### src/rtl/hc153_pkg.sv
// Shared types and sizes for the HC153 scan sequencer.
package hc153_pkg;

  localparam int unsigned CH_W   = 2;
  localparam int unsigned NUM_CH = 4;
  localparam int unsigned DATA_W = 8;

  typedef enum logic [1:0] {
    IDLE,
    DWELL,
    DONE
  } state_t;

endpackage

### src/rtl/hc153_sync2.sv
// Two-flop synchronizer for an asynchronous single-bit input.
module hc153_sync2 (
  input  logic clk,
  input  logic rst,
  input  logic d,
  output logic q
);

  logic meta;

  always_ff @(posedge clk or posedge rst) begin
    if (rst) begin
      meta <= 1'b0;
      q    <= 1'b0;
    end else begin
      meta <= d;
      q    <= meta;
    end
  end

endmodule

### src/rtl/hc153_scan_ctrl.sv
// Scan sequencer for the HC153 dual 4-to-1 mux: steps channels 0..3, samples
// Y1/Y2 and presents an 8-bit snapshot on a valid/ready port.
module hc153_scan_ctrl
  import hc153_pkg::*;
#(
  parameter int unsigned SETTLE = 2,
  parameter int unsigned AUTO   = 0
) (
  input  logic              clk,
  input  logic              rst,
  input  logic              start,
  output logic              busy,
  output logic              s1,
  output logic              s2,
  output logic              e1n,
  output logic              e2n,
  input  logic              y1,
  input  logic              y2,
  output logic [DATA_W-1:0] data,
  output logic              valid,
  input  logic              ready
);

  localparam int unsigned DWELL_D = SETTLE + 2;
  localparam int unsigned CNT_W   = $clog2(DWELL_D);

  state_t              state;
  logic                start_q;
  logic [CNT_W-1:0]    cnt;
  logic [DATA_W-1:0]   shadow;
  logic [DATA_W-1:0]   cap_c;
  logic [CH_W-1:0]     ch_c;
  logic                y1_s;
  logic                y2_s;
  logic                cnt_done_c;
  logic                last_ch_c;

  hc153_sync2 u_sync_y1 (.clk(clk), .rst(rst), .d(y1), .q(y1_s));
  hc153_sync2 u_sync_y2 (.clk(clk), .rst(rst), .d(y2), .q(y2_s));

  assign ch_c       = {s1, s2};
  assign cnt_done_c = (cnt == CNT_W'(DWELL_D - 1));
  assign last_ch_c  = (ch_c == CH_W'(NUM_CH - 1));

  // Shadow with the current channel's synced samples merged in.
  always_comb begin
    cap_c                = shadow;
    cap_c[{1'b0, ch_c}]  = y1_s;
    cap_c[{1'b1, ch_c}]  = y2_s;
  end

  // A start seen in IDLE is held one cycle in start_q before the first dwell,
  // which aligns the first channel with the cycle after busy rises.
  always_ff @(posedge clk or posedge rst) begin
    if (rst) begin
      state   <= IDLE;
      start_q <= 1'b0;
      cnt     <= '0;
      busy    <= 1'b0;
      s1      <= 1'b0;
      s2      <= 1'b0;
      e1n     <= 1'b1;
      e2n     <= 1'b1;
      shadow  <= '0;
      data    <= '0;
      valid   <= 1'b0;
    end else begin
      case (state)
        IDLE: begin
          if (start_q) begin
            start_q  <= 1'b0;
            state    <= DWELL;
            cnt      <= '0;
            {s1, s2} <= '0;
            e1n      <= 1'b0;
            e2n      <= 1'b0;
          end else if (start) begin
            start_q <= 1'b1;
            busy    <= 1'b1;
          end
        end
        DWELL: begin
          if (cnt_done_c) begin
            shadow <= cap_c;
            if (last_ch_c) begin
              state    <= DONE;
              data     <= cap_c;
              valid    <= 1'b1;
              busy     <= 1'b0;
              {s1, s2} <= '0;
              e1n      <= 1'b1;
              e2n      <= 1'b1;
            end else begin
              {s1, s2} <= ch_c + CH_W'(1);
              cnt      <= '0;
            end
          end else begin
            cnt <= cnt + CNT_W'(1);
          end
        end
        DONE: begin
          // valid is always high here, so ready alone completes the handshake.
          if (ready) begin
            valid <= 1'b0;
            if (AUTO != 0) begin
              state <= DWELL;
              cnt   <= '0;
              busy  <= 1'b1;
              e1n   <= 1'b0;
              e2n   <= 1'b0;
            end else begin
              state <= IDLE;
            end
          end
        end
        default: state <= IDLE;
      endcase
    end
  end

endmodule
### config.mk
export PLATFORM = sky130hd
export DESIGN_NAME = hc153_scan_ctrl
export DESIGN_NICKNAME = d
export VERILOG_FILES = /design/src/rtl/hc153_pkg.sv /design/src/rtl/hc153_sync2.sv /design/src/rtl/hc153_scan_ctrl.sv
export SDC_FILE = /design/constraint.sdc
export NUM_CORES = 1
export LEC_CHECK = 0
export BUFFER_PORTS_ARGS = -buffer_cell sky130_fd_sc_hd__buf_2
export CELL_PAD_IN_SITES_DETAIL_PLACEMENT = 2
export CELL_PAD_IN_SITES_GLOBAL_PLACEMENT = 2
export CORE_AREA = 2 2 61 63
export CTS_CLUSTER_DIAMETER = 120
export DETAILED_ROUTE_END_ITERATION = 16
export DIE_AREA = 0 0 63 65
export GPL_ROUTABILITY_DRIVEN = 0
export GPL_TIMING_DRIVEN = 0
export PLACE_DENSITY = 0.85
export SLEW_MARGIN = 25
export SYNTH_ARGS = -nofsm -noshare
export SYNTH_HDL_FRONTEND = slang
export SYNTH_SLANG_ARGS = --single-unit
### constraint.sdc
create_clock -name clk -period 3.34 [get_ports clk]
set_input_delay 0.167 -clock clk [delete_from_list [all_inputs] [get_ports clk]]
set_output_delay 0.167 -clock clk [all_outputs]
set_load 0.05 [all_outputs]
==> results of run 1 <==
==> layer usage <==
metal / wire length, µm / up-vias
met5: 0 / -
met4: 38 / 0
met3: 62 / 4
met2: 1570 / 15
met1: 1270 / 467
li1: - / 430
==> where the power goes <==
group	total, W	internal [W]	switching [W]
sequential	0.000560	0.000468	0.0000920
clock	0.000224	0.000121	0.000103
combinational	0.000714	0.000230	0.000484
==> through the flow <==
| step | total power, W | worst slack (ns) | instances |
|---|---|---|---|
| 2_1_floorplan | 0.00109 | 1.67 | 108 |
| 3_3_place_gp | 0.00123 | 1.76 | 175 |
| 3_5_place_dp | 0.00128 | 1.68 | 175 |
| 4_1_cts | 0.00152 | 1.66 | 182 |
| 5_1_grt | 0.00160 | 1.56 | 183 |
| 6_report | 0.00150 | 1.69 | 183 |
==> flip-flops by register name, indices dropped and copies added (netlist names), 2 cells and up <==
signal	cells
state	2
data	8
shadow	6
cnt	2
==> placed cells by master, fill, tap and decap left out, drive strengths merged <==
master,netlist,layout
a21oi,1,1
a22o,3,3
a31oi,2,2
and3b,1,1
and4b,1,1
buf,4,23
bufinv,0,1
clkbuf,1,4
dfrtp,27,27
dfstp,1,1
dlygate4sd3,0,4
ha,5,5
inv,5,5
mux2,6,6
mux2i,6,6
nand2,17,17
nand2b,2,2
nand3,1,1
nand3b,1,1
nand4,1,1
nand4b,1,1
nor2,2,2
o21ai,14,14
o21ba,1,1
o21bai,1,1
o31ai,3,3
or4b,1,1
==> area by class of cell <==
cell class	instances	share of cell area [%]
Multi-Input combinational cell	70	33.0
Clock buffer	3	1.51
Tap cell	48	4.04
Timing Repair Buffer	23	9.08
Sequential cell	28	47.2
Clock inverter	1	2.02
Buffer	5	1.93
Inverter	5	1.26
==> cell families (layout without fill, tap and decap cells) <==
logic type | Yosys count | count (layout) | share of synthesized area, %
AO/OA/AOI/OAI | 25 | 25 | 12.4
adder cells (fa/ha/maj) | 5 | 5 | 5.05
buffers and inverters | 10 | 37 | 3.83
flip-flops | 28 | 28 | 56.6
multiplexers | 12 | 12 | 10.3
AND/OR/NAND/NOR | 28 | 28 | 11.8
==> worst max-delay path: stages (launching register included) <==
cell and delay (ns):
dfrtp_1 0.47, ha_1 0.36, nand4b_2 0.28, buf_2 0.26, nand2_1 0.08, o21ai_0 0.08
==> how the worst min path moves through the flow <==
stage | depth (start not counted) | endpoint | slack (ns)
global placement | 1 | u_sync_y2.meta | 0.28
floorplan | 0 | u_sync_y1.meta | 0.20
CTS | 2 | u_sync_y1.meta | 0.11
detailed placement | 1 | u_sync_y2.meta | 0.28
finish | 3 | start_q | 0.12
global route | 3 | start_q | 0.13
==> impl_metrics.yaml, run 1 <==
run_status:
  status: "finished, final reports clean"
floorplan:
  floorplan.initialDensity_pct: 35.5
  dieHeight_um: 65
  core_um2: 3500
  ios: 20
  fp-row-count: 22
  fp.dieW_um: 63
  dieArea_um2: 4100
critical_path:
  worstSetupPathType: "flop to flop"
  crit_fanout: 9
  worstSetupStartpoint: "s2"
  required_ns: 3.57
  crit_end: "data[0]"
  timing.rr.start: "s2"
  crit_path_end_kind: "flop"
  reg2reg_slack_ns: 1.69
  reg2reg_to: "data[0]"
  worstRegToRegCells: 5
  worstPathArrival_ns: 1.87
  cp-start-kind: "flop"
timing:
  setup_violations: 0
  tightest_slew_ns: 0.598
  fin_tns_setup_ns: 0
  slew_viol_final: 0
  fmax_ghz: 0.607
  fin_crit_sh_pct: 49.3
  post-route-min-period_ns: 1.65
  timing.slew.headroom_pct: 60.1
  finClkSkew_ns: 0.00776
  final-hold-violation-count: 0
  whs_ns: 0.121
  grt_setup_unrepaired: "false"
global_routing:
  grt_use_met1_pct: 19.8
  grt_pass1_vias: 1042
  overflow: 0
  gr-usage-met2_pct: 28.7
  grt_use_total_pct: 15.9
  busiest_layer: "met2"
  grt_max_degree: 29
  gr-usage-met3_pct: 1.74
  antenna_found_initial: 0
  grt_pass1_wl_mm: 5.05
cts:
  cts_tree: "built"
  ctsRootBufferMaster: "clkbuf_4"
  cts_hold_buf: 3
  clock-sinks: 28
  cts_buffer_depth: 2
  clk_pin_slew_ns: 0.16
  cts_resized: 0
  clkLatencyLatePin_ns: 0.33
  cts_inserted_buffers: 3
  post-cts-setup-buffers: 0
  cts_max_level: 1
cells_and_area:
  drive_gt1_share_pct: 23.0
  final_nets: 147
  register_area_um2: 702
  diodes: 0
  multiInputGateArea_um2: 490
  fillers: 377
  stdcell_area_um2: 1490
  utilization_pct: 42.6
  area_delta_synth_final_pct: 20.0
yosys:
  synth-warning-count: 0
  synth_edf_count: 0
  yosysTopAreaCellShare_pct: 54.5
  syn_nets: 119
  synth.area.top_cells: "dfrtp_1 (54%), o21ai_0 (5.7%), mux2_1 (5.4%)"
  ys_seq_area_share_pct: 56.6
  async_flop_share_pct: 100
  synth_common_cells: "dfrtp_1 (27), nand2_1 (17), o21ai_0 (14)"
  yosys.area.top_type: "dfrtp_1"
  synth-seq-cells: 28
  syn-cell-area_um2: 1240
  yosysMostFrequentCell: "dfrtp_1"
  syn_inst: 108
  synth.distinct_cells: 26
  syn_area_per_cell_um2: 11.5
  synth_flop_cell: "dfrtp_1"
drt:
  vias: 916
  drt-vias-per-instance: 5.01
  drtIter0Drc: 20
  ant_nets: 0
  drc: 0
  dr.pass1.iters: 4
  routed_wl_mm: 2.93
  wl_per_cell_um: 16.0
power:
  power_density_nw_per_um2: 1010
  leakagePower_nw: 0.728
  irDropWorstVdd_mv: 0.320
place:
  placed_cell_area_um2: 1400
  dp_hpwl_mm: 2.11
  port_buffers: 19
hold_path:
  hold_path.startpoint: "start"
  min_path_type: "input pin to flop"
flow_run:
  maxCapViolations: 0
Note: power is estimated with default switching activity, not from simulation.
==> run 2, diff against run 1 <==
--- a/config.mk
+++ b/config.mk
@@ -8,13 +8,13 @@
 export BUFFER_PORTS_ARGS = -buffer_cell sky130_fd_sc_hd__buf_2
 export CELL_PAD_IN_SITES_DETAIL_PLACEMENT = 2
 export CELL_PAD_IN_SITES_GLOBAL_PLACEMENT = 2
-export CORE_AREA = 2 2 61 63
+export CORE_AREA = 2 2 63 65
 export CTS_CLUSTER_DIAMETER = 120
 export DETAILED_ROUTE_END_ITERATION = 16
-export DIE_AREA = 0 0 63 65
+export DIE_AREA = 0 0 65 67
 export GPL_ROUTABILITY_DRIVEN = 0
 export GPL_TIMING_DRIVEN = 0
-export PLACE_DENSITY = 0.85
+export PLACE_DENSITY = 0.81
 export SLEW_MARGIN = 25
 export SYNTH_ARGS = -nofsm -noshare
 export SYNTH_HDL_FRONTEND = slang
==> constraint.sdc (replaced) <==
create_clock -name clk -period 1.65 [get_ports clk]
set_input_delay 0.0825 -clock clk [delete_from_list [all_inputs] [get_ports clk]]
set_output_delay 0.0825 -clock clk [all_outputs]
set_load 0.05 [all_outputs]
==> run 2 against run 1 <==
Cell count unchanged. Sequential power rose by 100%. Sequential cell count stayed put. Register-to-register slack worse by 1.6 ns. Global-route usage is 0.16 points higher. Final area increased by 2.2%. Via count down 0.66%. Clock-buffer cell count stayed put. Critical endpoint is now cnt[1]. Largest cell class unchanged.
==> impl_metrics.yaml, run 2 (same netlist as run 1, synthesis figures left out) <==
hold_path:
  hold_depth: 3
  hold_path.startpoint: "start"
  min_path_type: "input pin to flop"
  hold_path_end: "start_q"
place:
  placed_cell_area_um2: 1400
  port_buffers: 19
  dp_hpwl_mm: 2.10
drt:
  drt-vias-per-instance: 4.97
  wl_met2_mm: 1.52
  drtIter0Drc: 13
  dr_wl_met3_um: 69
  wl_per_cell_um: 16.0
  wl_met1_mm: 1.30
  drc: 0
  vias: 910
  routed_wl_mm: 2.93
  ant_nets: 0
  top_layer: "met4"
  dr.pass1.iters: 4
power:
  irDropWorstVdd_mv: 0.679
  power_frac_clock_pct: 17.5
  p_switching_w: 0.00138
  netSwitchingFraction_pct: 44.0
  power_density_nw_per_um2: 2060
  p_seq_share_pct: 36.5
  leakagePower_nw: 0.750
  p_comb_share_pct: 46.0
  p_int_w: 0.00175
critical_path:
  crit_buf_inv: 1
  max_stage_delay_ns: 0.43
  worstRegToRegCells: 5
  crit_fanout: 10
  worstPathArrival_ns: 1.69
  reg2reg_slack_ns: 0.13
  required_ns: 1.82
  crit_path_end_kind: "flop"
  worstSetupPathType: "flop to flop"
  reg2reg_to: "cnt[1]"
  cp-start-kind: "flop"
  crit_slowest_cell: "dfrtp_1"
  path_cells: "ha_1, buf_4, and4b_1, o21ai_0, nand2_1"
  critPathTopFamily: "flip-flops"
  timing.rr.start: "cnt[0]"
cells_and_area:
  drive_gt1_share_pct: 25.2
  stdcell_area_um2: 1520
  mostFrequentLayoutCells: "dfrtp_1 (25), buf_2 (21), nand2_1 (17)"
  fillers: 386
  diodes: 0
  layout_commonest_cell: "dfrtp_1"
  largest_register_ffs: 8
  top_register: "data"
  final_nets: 147
  area_delta_synth_final_pct: 22.6
  reg_top3: "data x8, shadow x6"
timing:
  grt_setup_unrepaired: "false"
  slew_viol_final: 0
  final-hold-violation-count: 0
  setup_violations: 0
  timing.slew.headroom_pct: 60.8
  fin_tns_setup_ns: 0
  fmax_ghz: 0.658
  finClkSkew_ns: 0.00210
  tightest_slew_ns: 0.588
  post-route-min-period_ns: 1.52
  fin_crit_sh_pct: 92.1
global_routing:
  grt_use_total_pct: 16.0
  overflow: 0
  grt_pass1_wl_mm: 5.11
  grt_max_degree: 29
  grt_pass1_vias: 1006
  antenna_found_initial: 0
floorplan:
  dieHeight_um: 67
  core_um2: 3610
  floorplan.initialDensity_pct: 34.4
  fp.dieW_um: 65
  dieArea_um2: 4360
  ios: 20
  fp-row-count: 22
flow_run:
  maxCapViolations: 0
cts:
  cts_max_level: 1
  clk_pin_slew_ns: 0.10
  clock-sinks: 28
  clkLatencyLatePin_ns: 0.28
  ctsRootBufferMaster: "clkbuf_8"
  cts_buffer_depth: 2
  cts_tree: "built"
  cts_inserted_buffers: 3
run_status:
  status: "finished, final reports clean"
[run 2: cell counts in the layout (fill, tap and decap cells not counted)]
No cell type changed its count.
[run 2: how the worst max path moves through the flow]
stage	start	endpoint	slack, ns	cells after the start
after detailed placement	cnt[0]	data[5]	0.06	6
after floorplan	s1	s2	0.1	4
final	cnt[0]	cnt[1]	0.13	5
after global routing	cnt[0]	data[1]	0.02	6
after global placement	s2	data[6]	0.11	5
after CTS	cnt[0]	data[5]	0.03	6
[run 2: per-layer routing]
layer  vias to the layer above  GRT usage (%)
li1                        430              -
met1                       464           19.1
met2                        12           28.2
met3                         4           3.21
met4                         0           6.38
met5                         -              0
[run 2: final cells by class]
type,count,area (µm²),share of cell area (%)
Timing Repair Buffer,23,135,8.89
Multi-Input combinational cell,70,502,33.0
Clock inverter,1,30.0,1.98
Buffer,5,28.8,1.89
Clock buffer,3,41.3,2.72
Sequential cell,28,704,46.3
Tap cell,48,60.1,3.95
Inverter,5,18.8,1.23
[run 2: per-stage QoR]
stage               instances  total power (W)  hold WS [ns]  utilization [%]  setup slack [ns]
finish                    183          0.00313        0.0925             42.2             0.131
floorplan                 108          0.00221         0.114                -             0.100
detailed placement        175          0.00259         0.188             38.8            0.0563
global placement          175          0.00249         0.190             38.8             0.107
global route              183          0.00337         0.129             42.2            0.0173
CTS                       183          0.00316        0.0911             41.8            0.0299
[run 2: worst min-delay path: cells and delay by family]
family | cells | cell delay (ns)
buffers and inverters | 1 | 0.10
and+or+nand+nor | 1 | 0.09
AOI/OAI and AO/OA | 1 | 0.07
[run 2: timing repair]
item | in CTS | in global routing
setup buffers | 0 | 0
endpoints found under the hold margin | 30 | 0
setup endpoints to repair | 0 | 8
resized for setup | 0 | 2
hold buffers | 4 | 0
[run 2: power by group through the flow]
stage	combinational, W	sequential [W]	clock, W
finish	0.00144	0.00114	0.000545
global route	0.00159	0.00119	0.000590
CTS	0.00145	0.00114	0.000566
detailed placement	0.00143	0.00116	0
global placement	0.00136	0.00113	0
floorplan	0.000656	0.00155	0
